### src/rtl/moore_seq_gen_pkg.sv
// Shared types and defaults for the 11001 serial pattern source.
// Imported by the interface and the transmitter core.
package seq_gen_pkg;

    typedef enum logic [1:0] {
        IDLE = 2'd0,
        SEND = 2'd1,
        GAP  = 2'd2,
        DONE = 2'd3
    } state_t;

    localparam int         DEF_PAT_W   = 5;
    localparam logic [4:0] DEF_PATTERN = 5'b11001;

endpackage

### src/rtl/moore_seq_gen_if.sv
// Control/stream bundle between a burst requester and the pattern transmitter.
// master drives the request fields, slave (the transmitter) drives the serial stream.
interface moore_seq_gen_if #(
    parameter int CNT_W = 8,
    parameter int GAP_W = 4
) ();

    logic             start;
    logic [CNT_W-1:0] rep_cnt;
    logic [GAP_W-1:0] gap_cyc;
    logic             out;
    logic             out_vld;
    logic             busy;
    logic             done;

    modport master (
        output start,
        output rep_cnt,
        output gap_cyc,
        input  out,
        input  out_vld,
        input  busy,
        input  done
    );

    modport slave (
        input  start,
        input  rep_cnt,
        input  gap_cyc,
        output out,
        output out_vld,
        output busy,
        output done
    );

endinterface

### src/rtl/moore_seq_gen.sv
// Serial Moore transmitter: emits PATTERN MSB first rep_cnt times with gap_cyc idle cycles between frames.
// Latency: start sampled at edge k gives the first frame bit during cycle k+1; done pulses one cycle after the last bit.
// Backpressure: none; start is only honoured in IDLE, requests while busy or in DONE are dropped, not queued.
module moore_seq_gen
    import seq_gen_pkg::*;
#(
    parameter int               PAT_W   = DEF_PAT_W,
    parameter logic [PAT_W-1:0] PATTERN = DEF_PATTERN,
    parameter int               CNT_W   = 8,
    parameter int               GAP_W   = 4
) (
    input  logic              clk,
    input  logic              reset,
    moore_seq_gen_if.slave    bus
);

    localparam int IDX_W = (PAT_W > 1) ? $clog2(PAT_W) : 1;

    localparam logic [IDX_W-1:0] LAST_IDX = IDX_W'(PAT_W - 1);
    localparam logic [CNT_W-1:0] ONE_REP  = CNT_W'(1);
    localparam logic [GAP_W-1:0] ONE_GAP  = GAP_W'(1);

    state_t           state;
    logic [IDX_W-1:0] bit_idx;
    logic [IDX_W-1:0] idx_dec;
    logic [CNT_W-1:0] reps_left;
    logic [GAP_W-1:0] gap_left;
    logic [GAP_W-1:0] gap_reg;

    logic out_q;
    logic out_vld_q;
    logic busy_q;
    logic done_q;

    always_comb begin
        idx_dec = bit_idx - 1'b1;
    end

    // Outputs are registered alongside the state they belong to, so each
    // branch loads the output values of the state being entered.
    always_ff @(posedge clk or negedge reset) begin
        if (!reset) begin
            state     <= IDLE;
            bit_idx   <= '0;
            reps_left <= '0;
            gap_left  <= '0;
            gap_reg   <= '0;
            out_q     <= 1'b0;
            out_vld_q <= 1'b0;
            busy_q    <= 1'b0;
            done_q    <= 1'b0;
        end else begin
            case (state)
                IDLE: begin
                    out_q     <= 1'b0;
                    out_vld_q <= 1'b0;
                    busy_q    <= 1'b0;
                    done_q    <= 1'b0;
                    if (bus.start && (bus.rep_cnt != '0)) begin
                        reps_left <= bus.rep_cnt;
                        gap_reg   <= bus.gap_cyc;
                        bit_idx   <= LAST_IDX;
                        state     <= SEND;
                        out_q     <= PATTERN[LAST_IDX];
                        out_vld_q <= 1'b1;
                        busy_q    <= 1'b1;
                    end
                end

                SEND: begin
                    busy_q <= 1'b1;
                    done_q <= 1'b0;
                    if (bit_idx != '0) begin
                        bit_idx   <= idx_dec;
                        out_q     <= PATTERN[idx_dec];
                        out_vld_q <= 1'b1;
                    end else if (reps_left == ONE_REP) begin
                        reps_left <= '0;
                        state     <= DONE;
                        out_q     <= 1'b0;
                        out_vld_q <= 1'b0;
                        done_q    <= 1'b1;
                    end else if (gap_reg == '0) begin
                        reps_left <= reps_left - ONE_REP;
                        bit_idx   <= LAST_IDX;
                        out_q     <= PATTERN[LAST_IDX];
                        out_vld_q <= 1'b1;
                    end else begin
                        reps_left <= reps_left - ONE_REP;
                        gap_left  <= gap_reg;
                        state     <= GAP;
                        out_q     <= 1'b0;
                        out_vld_q <= 1'b0;
                    end
                end

                GAP: begin
                    busy_q   <= 1'b1;
                    done_q   <= 1'b0;
                    gap_left <= gap_left - ONE_GAP;
                    if (gap_left == ONE_GAP) begin
                        bit_idx   <= LAST_IDX;
                        state     <= SEND;
                        out_q     <= PATTERN[LAST_IDX];
                        out_vld_q <= 1'b1;
                    end else begin
                        out_q     <= 1'b0;
                        out_vld_q <= 1'b0;
                    end
                end

                DONE: begin
                    state     <= IDLE;
                    out_q     <= 1'b0;
                    out_vld_q <= 1'b0;
                    busy_q    <= 1'b0;
                    done_q    <= 1'b0;
                end

                default: begin
                    state     <= IDLE;
                    out_q     <= 1'b0;
                    out_vld_q <= 1'b0;
                    busy_q    <= 1'b0;
                    done_q    <= 1'b0;
                end
            endcase
        end
    end

    assign bus.out     = out_q;
    assign bus.out_vld = out_vld_q;
    assign bus.busy    = busy_q;
    assign bus.done    = done_q;

endmodule

### src/flat_wrapper.sv
// flat-port wrapper written by rule: the top's interface ports become plain ports
module moore_seq_gen_flat import seq_gen_pkg::*;
#(
    parameter int               PAT_W   = DEF_PAT_W,
    parameter logic [PAT_W-1:0] PATTERN = DEF_PATTERN,
    parameter int               CNT_W   = 8,
    parameter int               GAP_W   = 4
)
  (clk, reset, bus_start, bus_rep_cnt, bus_gap_cyc, bus_out, bus_out_vld, bus_busy, bus_done);
  moore_seq_gen_if #(.CNT_W(CNT_W), .GAP_W(GAP_W)) bus_i ();
  input  logic clk;
  input  logic reset;
  input wire logic [$bits(bus_i.start)-1:0] bus_start;
  input wire logic [$bits(bus_i.rep_cnt)-1:0] bus_rep_cnt;
  input wire logic [$bits(bus_i.gap_cyc)-1:0] bus_gap_cyc;
  output wire logic [$bits(bus_i.out)-1:0] bus_out;
  output wire logic [$bits(bus_i.out_vld)-1:0] bus_out_vld;
  output wire logic [$bits(bus_i.busy)-1:0] bus_busy;
  output wire logic [$bits(bus_i.done)-1:0] bus_done;
  assign bus_i.start = bus_start;
  assign bus_i.rep_cnt = bus_rep_cnt;
  assign bus_i.gap_cyc = bus_gap_cyc;
  assign bus_out = bus_i.out;
  assign bus_out_vld = bus_i.out_vld;
  assign bus_busy = bus_i.busy;
  assign bus_done = bus_i.done;
  moore_seq_gen #(.PAT_W(PAT_W), .PATTERN(PATTERN), .CNT_W(CNT_W), .GAP_W(GAP_W)) u_core (.clk(clk), .reset(reset), .bus(bus_i));
endmodule
### config.mk
export PLATFORM = sky130hd
export DESIGN_NAME = moore_seq_gen_flat
export DESIGN_NICKNAME = d
export VERILOG_FILES = /design/src/rtl/moore_seq_gen_pkg.sv /design/src/rtl/moore_seq_gen_if.sv /design/src/rtl/moore_seq_gen.sv /design/src/flat_wrapper.sv
export SDC_FILE = /design/constraint.sdc
export NUM_CORES = 1
export LEC_CHECK = 0
export CAP_MARGIN = 10
export CORE_UTILIZATION = 40
export DETAILED_ROUTE_END_ITERATION = 16
export GPL_ROUTABILITY_DRIVEN = 1
export HOLD_SLACK_MARGIN = 0.12
export PLACE_DENSITY_LB_ADDON = 0.15
export SLEW_MARGIN = 15
export SYNTH_ARGS = -nofsm -noshare
export SYNTH_HDL_FRONTEND = slang
export SYNTH_SLANG_ARGS = --single-unit
### constraint.sdc
create_clock -name clk -period 2.5 [get_ports clk]
set_clock_uncertainty 0.1 [all_clocks]
set_input_delay 0.5 -clock clk [delete_from_list [all_inputs] [get_ports clk]]
set_output_delay 0.5 -clock clk [all_outputs]
set_load 0.05 [all_outputs]
Yosys cells after proc, flatten, opt, wreduce, memory -nomap -nowiden
Memories as Yosys holds them, arrays and structs flattened.
Cells that the tools add are included.
{"block": "totals", "reg_bits": 25, "romBits": 8, "inputBits": 15, "out_inout_bits": 4, "word_cells": 75, "n_memories": 1}
{"block": "classes", "add_sub_neg": 3, "order_cmp": 1, "eq_ne": 13, "n_mux": 33, "n_reduce_logical": 15}
{"memory": "(no name shown)", "depth": 8, "width": 1, "read_ports": 1, "rd_clocked_by_memory_dff": 0, "wr": 0, "line_no": "moore_seq_gen.sv:75", "rtl": "out_q <= PATTERN[idx_dec];"}
{"operator": "2-to-1 mux 8 bit", "n": 3}
{"operator": "case mux 8 bit (2 select lines)", "n": 1}
{"operator": "2-to-1 mux 3 bit", "n": 5}
{"operator": "2-to-1 mux 4 bit", "n": 3}
{"operator": "2-to-1 mux 2 bit", "n": 5}
{"operator": "2-to-1 mux 1 bit", "n": 9}
{"operator": "case mux 3 bit (3 select lines)", "n": 1}
{"operator": "equality test 8 x 1 -> 1 bit (second input constant)", "n": 1}
{"operator": "case mux 1 bit (4 select lines)", "n": 2}
{"operator": "case mux 2 bit (4 select lines)", "n": 1}
{"operator": "case mux 4 bit (2 select lines)", "n": 1}
{"operator": "AND reduction 4 bit", "n": 2}
{"operator": "nonzero test 8 bit", "n": 1}
{"operator": "subtractor 8 x 1 -> 8 bit (second input constant)", "n": 1}
{"operator": "!= test 2 bit (second input constant)", "n": 3}
{"operator": "!= test 3 x 2 -> 1 bit (second input constant)", "n": 2}
{"operator": "nonzero test 3 bit", "n": 2}
{"operator": "AND reduction 5 bit", "n": 1}
{"operator": "equality test 2 bit (second input constant)", "n": 2}
{"operator": "equality test 4 x 1 -> 1 bit (second input constant)", "n": 1}
{"operator": "zero test 4 bit", "n": 1}
{"operator": "< comparator 3 x 4 -> 1 bit (second input constant)", "n": 1}
{"operator": "!= test 2 x 1 -> 1 bit (second input constant)", "n": 2}
{"operator": "nonzero test 2 bit", "n": 2}
{"operator": "other kinds (12)", "n": 12}

Logic depth before layout (Yosys ltp)
{"block": "depth", "word_depth": 5, "depth_mapped": 7}

Least setup slack after synthesis
OpenSTA, ideal clock, no wires.
{"block": "synth_timing", "path_type": "register to register", "from": "reg u_core.state[1]", "to": "reg u_core.reps_left[0]", "setup_ns": 0.125, "arrival_time_ns": 1.880, "required_ns": 2.275, "setup_slack_ns": 0.395, "path_stages_with_launch": 7, "path_buffers": 0, "synth_period_minus_slack_ns": 2.105, "cell_sequence": "dfrtp_1 > inv_1 > ha_1 > clkinv_1 > nor2_2 > o21a_1 > mux2_2"}
{"block": "synth_via", "elab_chain_cells": 3, "elab_cells_between_ends": 7}
{"element": "start, declared", "line_no": "moore_seq_gen.sv:23", "rtl": "state_t state;"}
{"element": "start signal, assigned", "line_no": "moore_seq_gen.sv:43", "rtl": "state <= IDLE;"}
{"element": "start signal, assigned", "line_no": "moore_seq_gen.sv:63", "rtl": "state <= SEND;"}
{"element": "start signal, assigned", "line_no": "moore_seq_gen.sv:79", "rtl": "state <= DONE;"}
{"element": "equality test 2 x 1 -> 1 bit or zero test 2 bit (tied branches)", "line_no": "moore_seq_gen.sv:53", "rtl": "case (state)"}
{"element": "!= test 2 bit (no line) (tied with other cells)"}
{"element": "AND reduction 3 bit (no line)"}
{"element": "end signal, assigned", "line_no": "moore_seq_gen.sv:60", "rtl": "reps_left <= bus.rep_cnt;"}
{"element": "end signal, assigned", "line_no": "moore_seq_gen.sv:84", "rtl": "reps_left <= reps_left - ONE_REP;"}
{"element": "end signal, assigned", "line_no": "moore_seq_gen.sv:89", "rtl": "reps_left <= reps_left - ONE_REP;"}
{"element": "end, declared", "line_no": "moore_seq_gen.sv:26", "rtl": "logic [CNT_W-1:0] reps_left;"}
Several ways; a longest one is shown, not always the timed one.
A chain may end at the register's enable or synchronous reset.

Worst setup path in the final report
Ends and elaborated chain as after synthesis.

==> impl_metrics.yaml <==
floorplanning:
  initial_utilization: 0.415
  ios: 19
  die_w_um: 66.4
  core-area_mm2: 0.00400
  die_h_um: 66.4
  rows: 23
  dieArea_mm2: 0.00441
final_layout:
  fin_area_mm2: 0.00198
  syn2layout_area_growth_pct: 19.5
  layout-drive-gt1-share: 0.153
  multiInputGateArea_um2: 951
  instances_no_fill: 240
  largest_register_ffs: 8
  register_area_um2: 626
  n_antenna_cell: 0
  finalCoreUtilization: 0.496
  n_fill_cell: 355
  nets: 219
synth:
  postSynth.asyncResetShare: 1.00
  post-synth-top-area-cell: "dfrtp_1"
  synth.avg_cell_area_um2: 10.1
  synthTopCellsByCount: "dfrtp_1, ha_1, inv_1, nor2_1"
  yosysWarnings: 0
  synth-edff-count: 0
  ys_ff_latch: 25
  ys.flop_type: "dfrtp_1"
  yosysTopAreaCellShare: 0.377
  syn_nets: 193
  yosysSeqAreaShare: 0.377
  synth_area_leaders: "dfrtp_1, ha_1, mux2_2, o2bb2ai_1, inv_1"
  netlist_instances: 165
  synthesis.area_mm2: 0.00166
  yosysMostFrequentCell: "dfrtp_1"
  ys_types: 51
timing:
  fin_crit_ns: 2.26
  setup_ws_ns: 0.243
  rsz0062_at_grt: "no"
  finalSetupViolCount: 0
  fin_crit_sh: 0.903
  fmax_mhz: 443
  slew_viol_final: 0
  relSlewSlack: 0.667
  hold_viol_final: 0
  finalSetupTns_ns: 0
  worst_slew_pin_slew_ns: 0.497
  holdWs_ns: 0.413
worst_setup_path:
  critPathSlowestCell: "dfrtp_1"
  crit_required_ns: 2.57
  crit_chain: "inv_1 -> ha_1 -> clkinv_1 -> a21o_1 -> o21a_1 -> mux2_2"
  critPathMaxStageDelay_ns: 0.43
  critPathMaxFanout: 7
  worstPathArrival_ns: 2.33
  end_kind: "flop"
  crit_path_start_kind: "flop"
  worstSetupPathType: "reg -> reg"
clocking:
  cts.sinks: 25
  clkTransAtPathRegs_ns: 0.09
  cts_setup_buffers: 0
  clk_latency_ns: 0.28
  cts-root-buf: "clkbuf_8"
  cts_buffer_depth: 2
  cts_buffers: 3
  cts_tree: "yes"
  cts_hold_buf: 0
  cts_resized: 0
  htreeDepth: 1
grt:
  grt_overflow: 0
  antenna_found_initial: 0
  grt_pass1_vias: 1483
  track_usage: 0.206
  grt_max_degree: 26
  grt_pass1_wl_um: 6840
routing:
  drt_iter0_markers: 101
  viasPerCell: 5.87
  firstDrtPassIters: 4
  postRouteAntennaNets: 0
  drc: 0
  totalWireLength_um: 4060
  post_drt_wl_per_cell_um: 16.9
  dr_total_vias: 1408
pwr:
  finalPower_mw: 2.60
  leakagePower_nw: 0.831
  ir_worst_vdd_v: 0.000459
  p_per_area_mw_per_mm2: 1310
run:
  drv_cap: 0
min_path:
  hold_class: "reg -> reg"
placed_design:
  place_hpwl_um: 3010
  place_inst: 236
  place.port_buffers: 18
  place_ws_ns: 0.178
  placed_area_mm2: 0.00194
  gp_congestion: 0.890
outcome:
  status: "complete, no violations"
==> placed cells by master (no fill, tap or decap), drive strengths merged, types with 3 or more instances in the layout <==
master / instances
inv: 13
nor4: 3
ha: 13
nor3: 6
nand2: 6
buf: 9
clkbuf: 4
nand3: 4
a22o: 4
mux2: 7
mux2i: 3
dfrtp: 25
clkdlybuf4s50: 18
o221ai: 5
nor2: 11
a31oi: 4
or3b: 3
o211ai: 5
o21ai: 5
nor2b: 3
a21oi: 5
o2bb2ai: 7
==> worst max-delay path: cells and delay by family (launching register included) <==
| family | cells | cell delay (ns) |
|---|---|---|
| fa+ha+maj | 1 | 0.33 |
| compound gates | 2 | 0.56 |
| flops | 1 | 0.43 |
| buf+inv | 2 | 0.44 |
| mux | 1 | 0.30 |
==> final timing paths <==
check | startpoint | endpoint | slack [ns] | cells past startpoint
max in group asynchronous | reset | u_core.gap_left[0] | 1.56 | 2
worst min-delay path | u_core.gap_left[3] | u_core.gap_left[3] | 0.41 | 1
worst max register to register | u_core.state[1] | u_core.reps_left[0] | 0.24 | 6
worst min register to register | u_core.gap_left[3] | u_core.gap_left[3] | 0.41 | 1
worst max-delay path | u_core.state[1] | u_core.reps_left[0] | 0.24 | 6
min in group asynchronous | reset | u_core.reps_left[6] | 0.48 | 2
==> area by class of cell <==
cell class,instances,area share
clock buffer,4,0.0227
inverter,14,0.0265
multi-input combinational,120,0.479
sequential,25,0.315
tap,50,0.0315
timing repair buffer,27,0.125
==> kinds of logic after synthesis <==
group,after synthesis,share of synthesized area
compound gates,51,0.247
simple gates,45,0.157
flops,25,0.377
buf+inv,20,0.0505
fa+ha+maj,13,0.0980
mux,10,0.0656
xor+xnor,1,0.00528
==> layer usage <==
layer	vias to the layer above	global-route usage	wire (um)
met5	-	0	0
met3	10	0.0397	152
li1	675	-	-
met1	693	0.240	1810
met4	0	0.0851	69
met2	30	0.366	2030
==> power by group <==
group / switching [mW] / total [mW] / internal, mW
registers: 0.181 / 0.779 / 0.598
logic: 0.872 / 1.57 / 0.697
clock network: 0.135 / 0.250 / 0.114
No activity file was read; power rests on OpenSTA's default activity.
